$ cat config.mk
export PLATFORM = sky130hd
export DESIGN_NAME = wall_clock_display
export DESIGN_NICKNAME = d
export VERILOG_FILES = /design/src/rtl/wall_clock_pkg.sv /design/src/rtl/wall_clock_display_seg7_decode.sv /design/src/rtl/wall_clock_display.sv
export SDC_FILE = /design/constraint.sdc
export NUM_CORES = 1
export LEC_CHECK = 0
export ABC_AREA = 1
export BUFFER_PORTS_ARGS = -buffer_cell sky130_fd_sc_hd__buf_2
export CAP_MARGIN = 5
export CORE_MARGIN = 2
export CORE_UTILIZATION = 50
export DETAILED_ROUTE_END_ITERATION = 12
export PLACE_DENSITY_LB_ADDON = 0.3
export RECOVER_POWER = 50
export SLEW_MARGIN = 20
export SYNTH_ARGS = -nofsm -noshare
export SYNTH_HDL_FRONTEND = slang
export SYNTH_HIERARCHICAL = 1
export SYNTH_SLANG_ARGS = --single-unit
$ cat constraint.sdc
create_clock -name Clock -period 4.45 [get_ports Clock]
set_input_delay 0.445 -clock Clock [delete_from_list [all_inputs] [get_ports Clock]]
set_output_delay 0.445 -clock Clock [all_outputs]
set_load 0.02 [all_outputs]
$ cat src/rtl/wall_clock_pkg.sv
// ---------------------------------------------------------------------------
// wall_clock_pkg
//   Shared types and constants for the wall-clock display block.
//   - state_e      : conversion FSM states (IDLE, CONV, COMMIT)
//   - dbg_t        : debug snapshot of the control state, for probes/checkers
//   - CODE_*       : special digit codes held in the display buffer
//   - SEG_*        : active-low segment patterns {g,f,e,d,c,b,a}
//   - *_MAX        : largest valid value of each time field
// ---------------------------------------------------------------------------
package wall_clock_pkg;

  typedef enum logic [1:0] {
    IDLE   = 2'd0,
    CONV   = 2'd1,
    COMMIT = 2'd2
  } state_e;

  typedef struct packed {
    state_e     state;
    logic [1:0] idx;
    logic       tick;
    logic       frame_start;
  } dbg_t;

  localparam logic [3:0] CODE_DASH  = 4'hA;
  localparam logic [3:0] CODE_BLANK = 4'hF;

  localparam logic [6:0] SEG_DASH  = 7'b0111111;
  localparam logic [6:0] SEG_BLANK = 7'h7F;

  localparam logic [4:0] HOURS_MAX   = 5'd23;
  localparam logic [5:0] MINUTES_MAX = 6'd59;

endpackage

$ cat src/rtl/wall_clock_display_seg7_decode.sv
// ---------------------------------------------------------------------------
// seg7_decode
//   Purely combinational digit-code to seven-segment decoder.
//   Ports:
//     code_i [3:0] : digit code (0-9 numerals, CODE_DASH, anything else blank)
//     seg_o  [6:0] : segments {g,f,e,d,c,b,a}, active-low
// ---------------------------------------------------------------------------
module seg7_decode
  import wall_clock_pkg::*;
(
  input  logic [3:0] code_i,
  output logic [6:0] seg_o
);

  always_comb begin
    seg_o = SEG_BLANK;
    case (code_i)
      4'd0:      seg_o = 7'b1000000;
      4'd1:      seg_o = 7'b1111001;
      4'd2:      seg_o = 7'b0100100;
      4'd3:      seg_o = 7'b0110000;
      4'd4:      seg_o = 7'b0011001;
      4'd5:      seg_o = 7'b0010010;
      4'd6:      seg_o = 7'b0000010;
      4'd7:      seg_o = 7'b1111000;
      4'd8:      seg_o = 7'b0000000;
      4'd9:      seg_o = 7'b0010000;
      CODE_DASH: seg_o = SEG_DASH;
      default:   seg_o = SEG_BLANK;
    endcase
  end

endmodule

$ cat src/rtl/wall_clock_display.sv
// ---------------------------------------------------------------------------
// wall_clock_display
//   Converts binary hours/minutes from the clock core to BCD with a
//   sequential repeated-subtraction engine and drives a 4-digit multiplexed
//   active-low seven-segment display as HH.MM, dp blinking on seconds[0].
//
//   Parameter:
//     SCAN_DIV  : system clock cycles per digit slot (>= 16)
//   Ports:
//     Clock         : system clock, rising edge
//     reset         : asynchronous, active-low reset
//     seconds [5:0] : binary seconds (only bit 0 is used, for the dp blink)
//     minutes [5:0] : binary minutes, 0-59 valid
//     hours   [4:0] : binary hours, 0-23 valid
//     an      [3:0] : digit enables, active-low (an[0] = minutes units)
//     seg     [6:0] : segments {g,f,e,d,c,b,a}, active-low
//     dp            : decimal point / colon, active-low
//
//   Build option:
//     WALL_CLOCK_LZB_EN : blank the hours-tens digit when it is zero.
//
//   Inputs are sampled only at frame-start (the tick where the digit index
//   wraps 3->0). The display buffer is written atomically in COMMIT, so a
//   frame never shows a mix of old and new digits.
// ---------------------------------------------------------------------------
module wall_clock_display
  import wall_clock_pkg::*;
#(
  parameter int unsigned SCAN_DIV = 100000
) (
  input  logic       Clock,
  input  logic       reset,
  input  logic [5:0] seconds,
  input  logic [5:0] minutes,
  input  logic [4:0] hours,
  output logic [3:0] an,
  output logic [6:0] seg,
  output logic       dp
);

  localparam int unsigned PW = (SCAN_DIV > 1) ? $clog2(SCAN_DIV) : 1;
  localparam logic [PW-1:0] PRESC_LAST = PW'(SCAN_DIV - 1);

  // ---------------- scan timing ----------------
  logic [PW-1:0] presc_q, presc_d;
  logic [1:0]    idx_q, idx_d;
  logic          tick;
  logic          frame_start;

  assign tick        = (presc_q == PRESC_LAST);
  assign frame_start = tick && (idx_q == 2'd3);

  always_comb begin
    presc_d = tick ? '0 : presc_q + PW'(1);
    idx_d   = tick ? idx_q + 2'd1 : idx_q;
  end

  always_ff @(posedge Clock or negedge reset) begin
    if (!reset) begin
      presc_q <= '0;
      idx_q   <= 2'd0;
    end else begin
      presc_q <= presc_d;
      idx_q   <= idx_d;
    end
  end

  // ---------------- conversion FSM ----------------
  state_e state_q, state_d;

  // Working registers: units remainder and tens count per field.
  logic [4:0] hr_w_q, hr_w_d;
  logic [5:0] mn_w_q, mn_w_d;
  logic [1:0] hr_t_q, hr_t_d;   // hours up to 31 -> tens up to 3
  logic [2:0] mn_t_q, mn_t_d;   // minutes up to 63 -> tens up to 6
  logic       sec0_q, sec0_d;
  logic       hr_bad_q, hr_bad_d;
  logic       mn_bad_q, mn_bad_d;

  logic all_lt10;
  assign all_lt10 = (hr_w_q < 5'd10) && (mn_w_q < 6'd10);

  // FSM control strobes
  logic do_load;
  logic do_step;
  logic do_commit;

  // State register
  always_ff @(posedge Clock or negedge reset) begin
    if (!reset) state_q <= IDLE;
    else        state_q <= state_d;
  end

  // Next-state logic
  always_comb begin
    state_d = state_q;
    case (state_q)
      IDLE:    if (frame_start) state_d = CONV;
      CONV:    if (all_lt10)    state_d = COMMIT;
      COMMIT:  state_d = IDLE;
      default: state_d = IDLE;
    endcase
  end

  // Output (control) logic
  always_comb begin
    do_load   = 1'b0;
    do_step   = 1'b0;
    do_commit = 1'b0;
    case (state_q)
      IDLE:    do_load   = frame_start;
      CONV:    do_step   = !all_lt10;
      COMMIT:  do_commit = 1'b1;
      default: ;
    endcase
  end

  // Working-register datapath. Fields >= 10 are reduced in parallel, so the
  // conversion takes as many steps as the largest tens digit.
  always_comb begin
    hr_w_d   = hr_w_q;
    mn_w_d   = mn_w_q;
    hr_t_d   = hr_t_q;
    mn_t_d   = mn_t_q;
    sec0_d   = sec0_q;
    hr_bad_d = hr_bad_q;
    mn_bad_d = mn_bad_q;
    if (do_load) begin
      hr_w_d   = hours;
      mn_w_d   = minutes;
      hr_t_d   = 2'd0;
      mn_t_d   = 3'd0;
      sec0_d   = seconds[0];
      hr_bad_d = (hours > HOURS_MAX);
      mn_bad_d = (minutes > MINUTES_MAX);
    end else if (do_step) begin
      if (hr_w_q >= 5'd10) begin
        hr_w_d = hr_w_q - 5'd10;
        hr_t_d = hr_t_q + 2'd1;
      end
      if (mn_w_q >= 6'd10) begin
        mn_w_d = mn_w_q - 6'd10;
        mn_t_d = mn_t_q + 3'd1;
      end
    end
  end

  always_ff @(posedge Clock or negedge reset) begin
    if (!reset) begin
      hr_w_q   <= '0;
      mn_w_q   <= '0;
      hr_t_q   <= '0;
      mn_t_q   <= '0;
      sec0_q   <= 1'b0;
      hr_bad_q <= 1'b0;
      mn_bad_q <= 1'b0;
    end else begin
      hr_w_q   <= hr_w_d;
      mn_w_q   <= mn_w_d;
      hr_t_q   <= hr_t_d;
      mn_t_q   <= mn_t_d;
      sec0_q   <= sec0_d;
      hr_bad_q <= hr_bad_d;
      mn_bad_q <= mn_bad_d;
    end
  end

  // ---------------- display buffer ----------------
  logic [3:0][3:0] buf_q, buf_d;   // [3]=hours tens ... [0]=minutes units
  logic            buf_dp_q, buf_dp_d;
  logic [3:0]      hr_tens_code;

  always_comb begin
`ifdef WALL_CLOCK_LZB_EN
    hr_tens_code = (hr_t_q == 2'd0) ? CODE_BLANK : {2'b00, hr_t_q};
`else
    hr_tens_code = {2'b00, hr_t_q};
`endif
  end

  always_comb begin
    buf_d    = buf_q;
    buf_dp_d = buf_dp_q;
    if (do_commit) begin
      buf_d[3] = hr_bad_q ? CODE_DASH : hr_tens_code;
      buf_d[2] = hr_bad_q ? CODE_DASH : hr_w_q[3:0];
      buf_d[1] = mn_bad_q ? CODE_DASH : {1'b0, mn_t_q};
      buf_d[0] = mn_bad_q ? CODE_DASH : mn_w_q[3:0];
      buf_dp_d = sec0_q;
    end
  end

  always_ff @(posedge Clock or negedge reset) begin
    if (!reset) begin
      buf_q    <= '0;
      buf_dp_q <= 1'b0;
    end else begin
      buf_q    <= buf_d;
      buf_dp_q <= buf_dp_d;
    end
  end

  // ---------------- output stage ----------------
  logic [3:0] cur_code;
  logic [6:0] cur_seg;
  logic [3:0] an_d;
  logic [6:0] seg_d;
  logic       dp_d;
  logic [3:0] an_q;
  logic [6:0] seg_q;
  logic       dp_q;

  assign cur_code = buf_q[idx_q];

  seg7_decode u_dec (
    .code_i (cur_code),
    .seg_o  (cur_seg)
  );

  // A blanked digit also releases its anode so nothing is driven at all.
  always_comb begin
    an_d  = (cur_code == CODE_BLANK) ? 4'b1111 : ~(4'b0001 << idx_q);
    seg_d = cur_seg;
    dp_d  = !((idx_q == 2'd2) && buf_dp_q);
  end

  always_ff @(posedge Clock or negedge reset) begin
    if (!reset) begin
      an_q  <= 4'b1111;
      seg_q <= SEG_BLANK;
      dp_q  <= 1'b1;
    end else begin
      an_q  <= an_d;
      seg_q <= seg_d;
      dp_q  <= dp_d;
    end
  end

  assign an  = an_q;
  assign seg = seg_q;
  assign dp  = dp_q;

  // ---------------- debug view ----------------
  // Control state gathered in one struct for probes and bound checkers.
  dbg_t dbg_state;
  assign dbg_state = '{state: state_q, idx: idx_q, tick: tick,
                       frame_start: frame_start};

  // Upper seconds bits are intentionally ignored; the debug struct has no
  // in-design consumer. Reduce both so lint sees them consumed.
  logic unused_sigs;
  assign unused_sigs = ^{dbg_state, seconds[5:1]};

endmodule

==> results.cfg <==
[route]
first_pass_iters = 4
viasPerCell = 5.11
wl_per_cell_um = 12.1
num_vias = 2852
routed_wl_mm = 6.77
drc = 0
drt_iter0_drc = 158
drtAntennaViolNets = 0

[pwr]
vdd.ir_drop.worst_mv = 0.183
pwr_density_cell_mw_per_mm2 = 297
clockPowerShare_pct = 45.5
p_seq_share_pct = 52.9
power.leakage_uw = 0.00201
p_sw_uw = 266
swShare_pct = 22.8
p_comb_share_pct = 1.6
internal-power_uw = 901

[logic_synthesis]
synth_seq_cells = 68
syn_area_per_cell_um2 = 8.25
synth_edf_count = 0
synth_ff_type = dfrtp_1
synth_top_area_cell = dfrtp_1
yosysWarnings = 6
yosysSeqAreaShare_pct = 48.8
synthDominantCellAreaShare_pct = 39.8
ys_top_cells_by_area = dfrtp_1 40%, nand2_1 9.8%, dfstp_2 9.0%
netlist_area_mm2 = 0.00352
synth_cell_type_count = 34
synth_nets = 459
syn_inst = 427
async_reset_ff_share_pct = 100

[critical_path]
critPathCaptureType = flip-flop
cp_max_fo = 20
path_cells = ha_1 > inv_1 > nor2_4 > nand3_2 > nand2_2 > inv_1 > nand2_1 > nand2_1
critPathSlowestCell = dfrtp_1
cp_slowest_stage_delay_ps = 630
cp.buffers_inverters = 2
timing.setup.critical_path_class = flip-flop to flip-flop
required_ps = 4690
critical_path.top_delay_family = simple AND/OR/NAND/NOR gates
cp_data_arrival_time_ps = 2650
start_kind = flip-flop

[layout]
final_common_cell = nand2_1
fin_util_pct = 57.8
layout_common_cells = 92 x nand2_1, 60 x inv_1, 56 x dfrtp_1, 47 x nand3_1, 40 x nor2_1
fin_cells = 558
finalNetCount = 489
final_layout_size_suffix_gt1_share_pct = 15.2
diodes = 0
area_growth_pct = 11.6
design_area_mm2 = 0.00393

[timing]
period_minus_slack_ps = 2410
setup_viol = 0
worst_pin_slew_ps = 1660
setup-tns-final_ps = 0
skew_ps = 8.92
rsz0062_at_grt = false
fmax_ghz = 0.415
slew_violations = 32
fin_crit_sh_pct = 54.1
slew-limit-headroom_pct = -10.8
hold_viol_final = 0

[place]
detailed_place.area_mm2 = 0.00373
place_hpwl_mm = 4.82
port-buffer-count = 25
place_inst = 542
gp_congestion = 0.893

[die]
dieArea_mm2 = 0.00773
coreArea_mm2 = 0.00679
fp.dieH_um = 87.9
die_x_um = 87.9
ios = 31
fp-row-count = 30
start_util_pct = 51.8

[run]
cap_violations = 1

[hold_path]
hold_path.class = input port to flip-flop

[cts]
htree_levels = 3
insertion_delay_ps = 340
post_cts_buffers = 0
cts_resized = 0
numClockSinks = 68
clockBufferDepth = 2
cts_tree = yes
cts_buffers = 9
cts_hold_buf = 0
clock_tree.root_cell = clkbuf_8
clk_pin_slew_ps = 80

[grt]
grt_max_degree = 39
grt_pass1_wl_mm = 11.9
antenna_found_initial = 0
gr-total-overflow = 0
grtUsageTotal_pct = 20.0
first_global_vias = 2609

[outcome]
status = finished, violations left
violations = max-capacitance violations, max-slew violations
[worst register-to-register path, delay by kind of cell, from the launching register on]
| family | cells | cell delay [ps] |
|---|---|---|
| adder cells (fa/ha/maj) | 1 | 410 |
| buffers and inverters | 2 | 230 |
| flip-flops | 1 | 630 |
| AND/OR/NAND/NOR | 5 | 1030 |
[through the flow]
| stage | setup WS (ps) | power, uW | hold WS [ps] |
|---|---|---|---|
| after CTS | 2010 | 1180 | 162 |
| after global placement | 2060 | 649 | 386 |
| after detailed placement | 2040 | 649 | 390 |
| after floorplan | 2860 | 630 | 149 |
| after global routing | 1770 | 1210 | 349 |
| final | 2040 | 1170 | 327 |
[logic make-up after synthesis]
kind of cell	share of synthesized area, %
adders and majority gates	4.62
DFF	48.8
buffers and inverters	8.71
and+or+nand+nor	25.9
xor gates and xnor gates	4.48
AOI/OAI and AO/OA	7.57
[per-layer routing]
layer  wire length, um  vias to the layer above  global-route usage, %  part of all wire (%)
li1                  -                     1417                      -                     -
met5                 0                        -                      0                     0
met3               361                       13                   3.77                   5.3
met4               136                        0                   8.53                   2.0
met2              3020                       86                   30.0                    45
met1              3250                     1336                   28.6                    48
[path summary, 6_finish.rpt]
kind / slack [ps] / cells after the start / start / end
worst min-delay path: 330 / 3 / minutes[0] / mn_w_q[0]
worst max-delay path: 2040 / 8 / idx_q[0] / hr_w_q[4]
min in group asynchronous: 520 / 1 / reset / presc_q[12]
max in group asynchronous: 2660 / 2 / reset / seg[3]
worst max register to register: 2040 / 8 / idx_q[0] / hr_w_q[4]
worst min register to register: 410 / 1 / buf_dp_q / dp
[cell usage after synthesis (2+ instances only)]
master   instances
nand2_1         92
inv_1           60
dfrtp_1         56
nand3_1         47
nor2_1          39
o21ai_0         24
xor2_1          14
ha_1            13
dfstp_2         12
a21oi_1         11
nand4_1          8
nor3_1           8
inv_2            6
nand2_2          4
xnor2_1          4
buf_2            3
o21ai_1          3
o22ai_1          3
buf_6            2
nor2_2           2
nor2_4           2
o22a_1           2
[registers in the layout (all words and copies together) (netlist names), 2 cells and up]
register,cells
an,4
buf_q,15
hr_t_q,2
hr_w_q,5
idx_q,2
mn_t_q,3
mn_w_q,6
presc_q,17
seg,7
state_q,2
[cell type report]
cell class / count / area [um^2]
fill: 619 / 2870
sequential: 68 / 1720
multi-input combinational: 284 / 1500
inverter: 68 / 258
clock buffer: 10 / 138
timing repair buffer: 26 / 130
tap: 96 / 120
clock inverter: 6 / 71.3
[power groups by stage]
stage	Combinational, uW	Sequential (uW)	Clock (uW)
6_report	18.2	618	532
5_1_grt	21.9	618	571
4_1_cts	19.6	618	545
3_5_place_dp	19.6	630	0
3_3_place_gp	19.4	630	0
2_1_floorplan	0.355	630	0
Power figures use the tool's default switching activity.
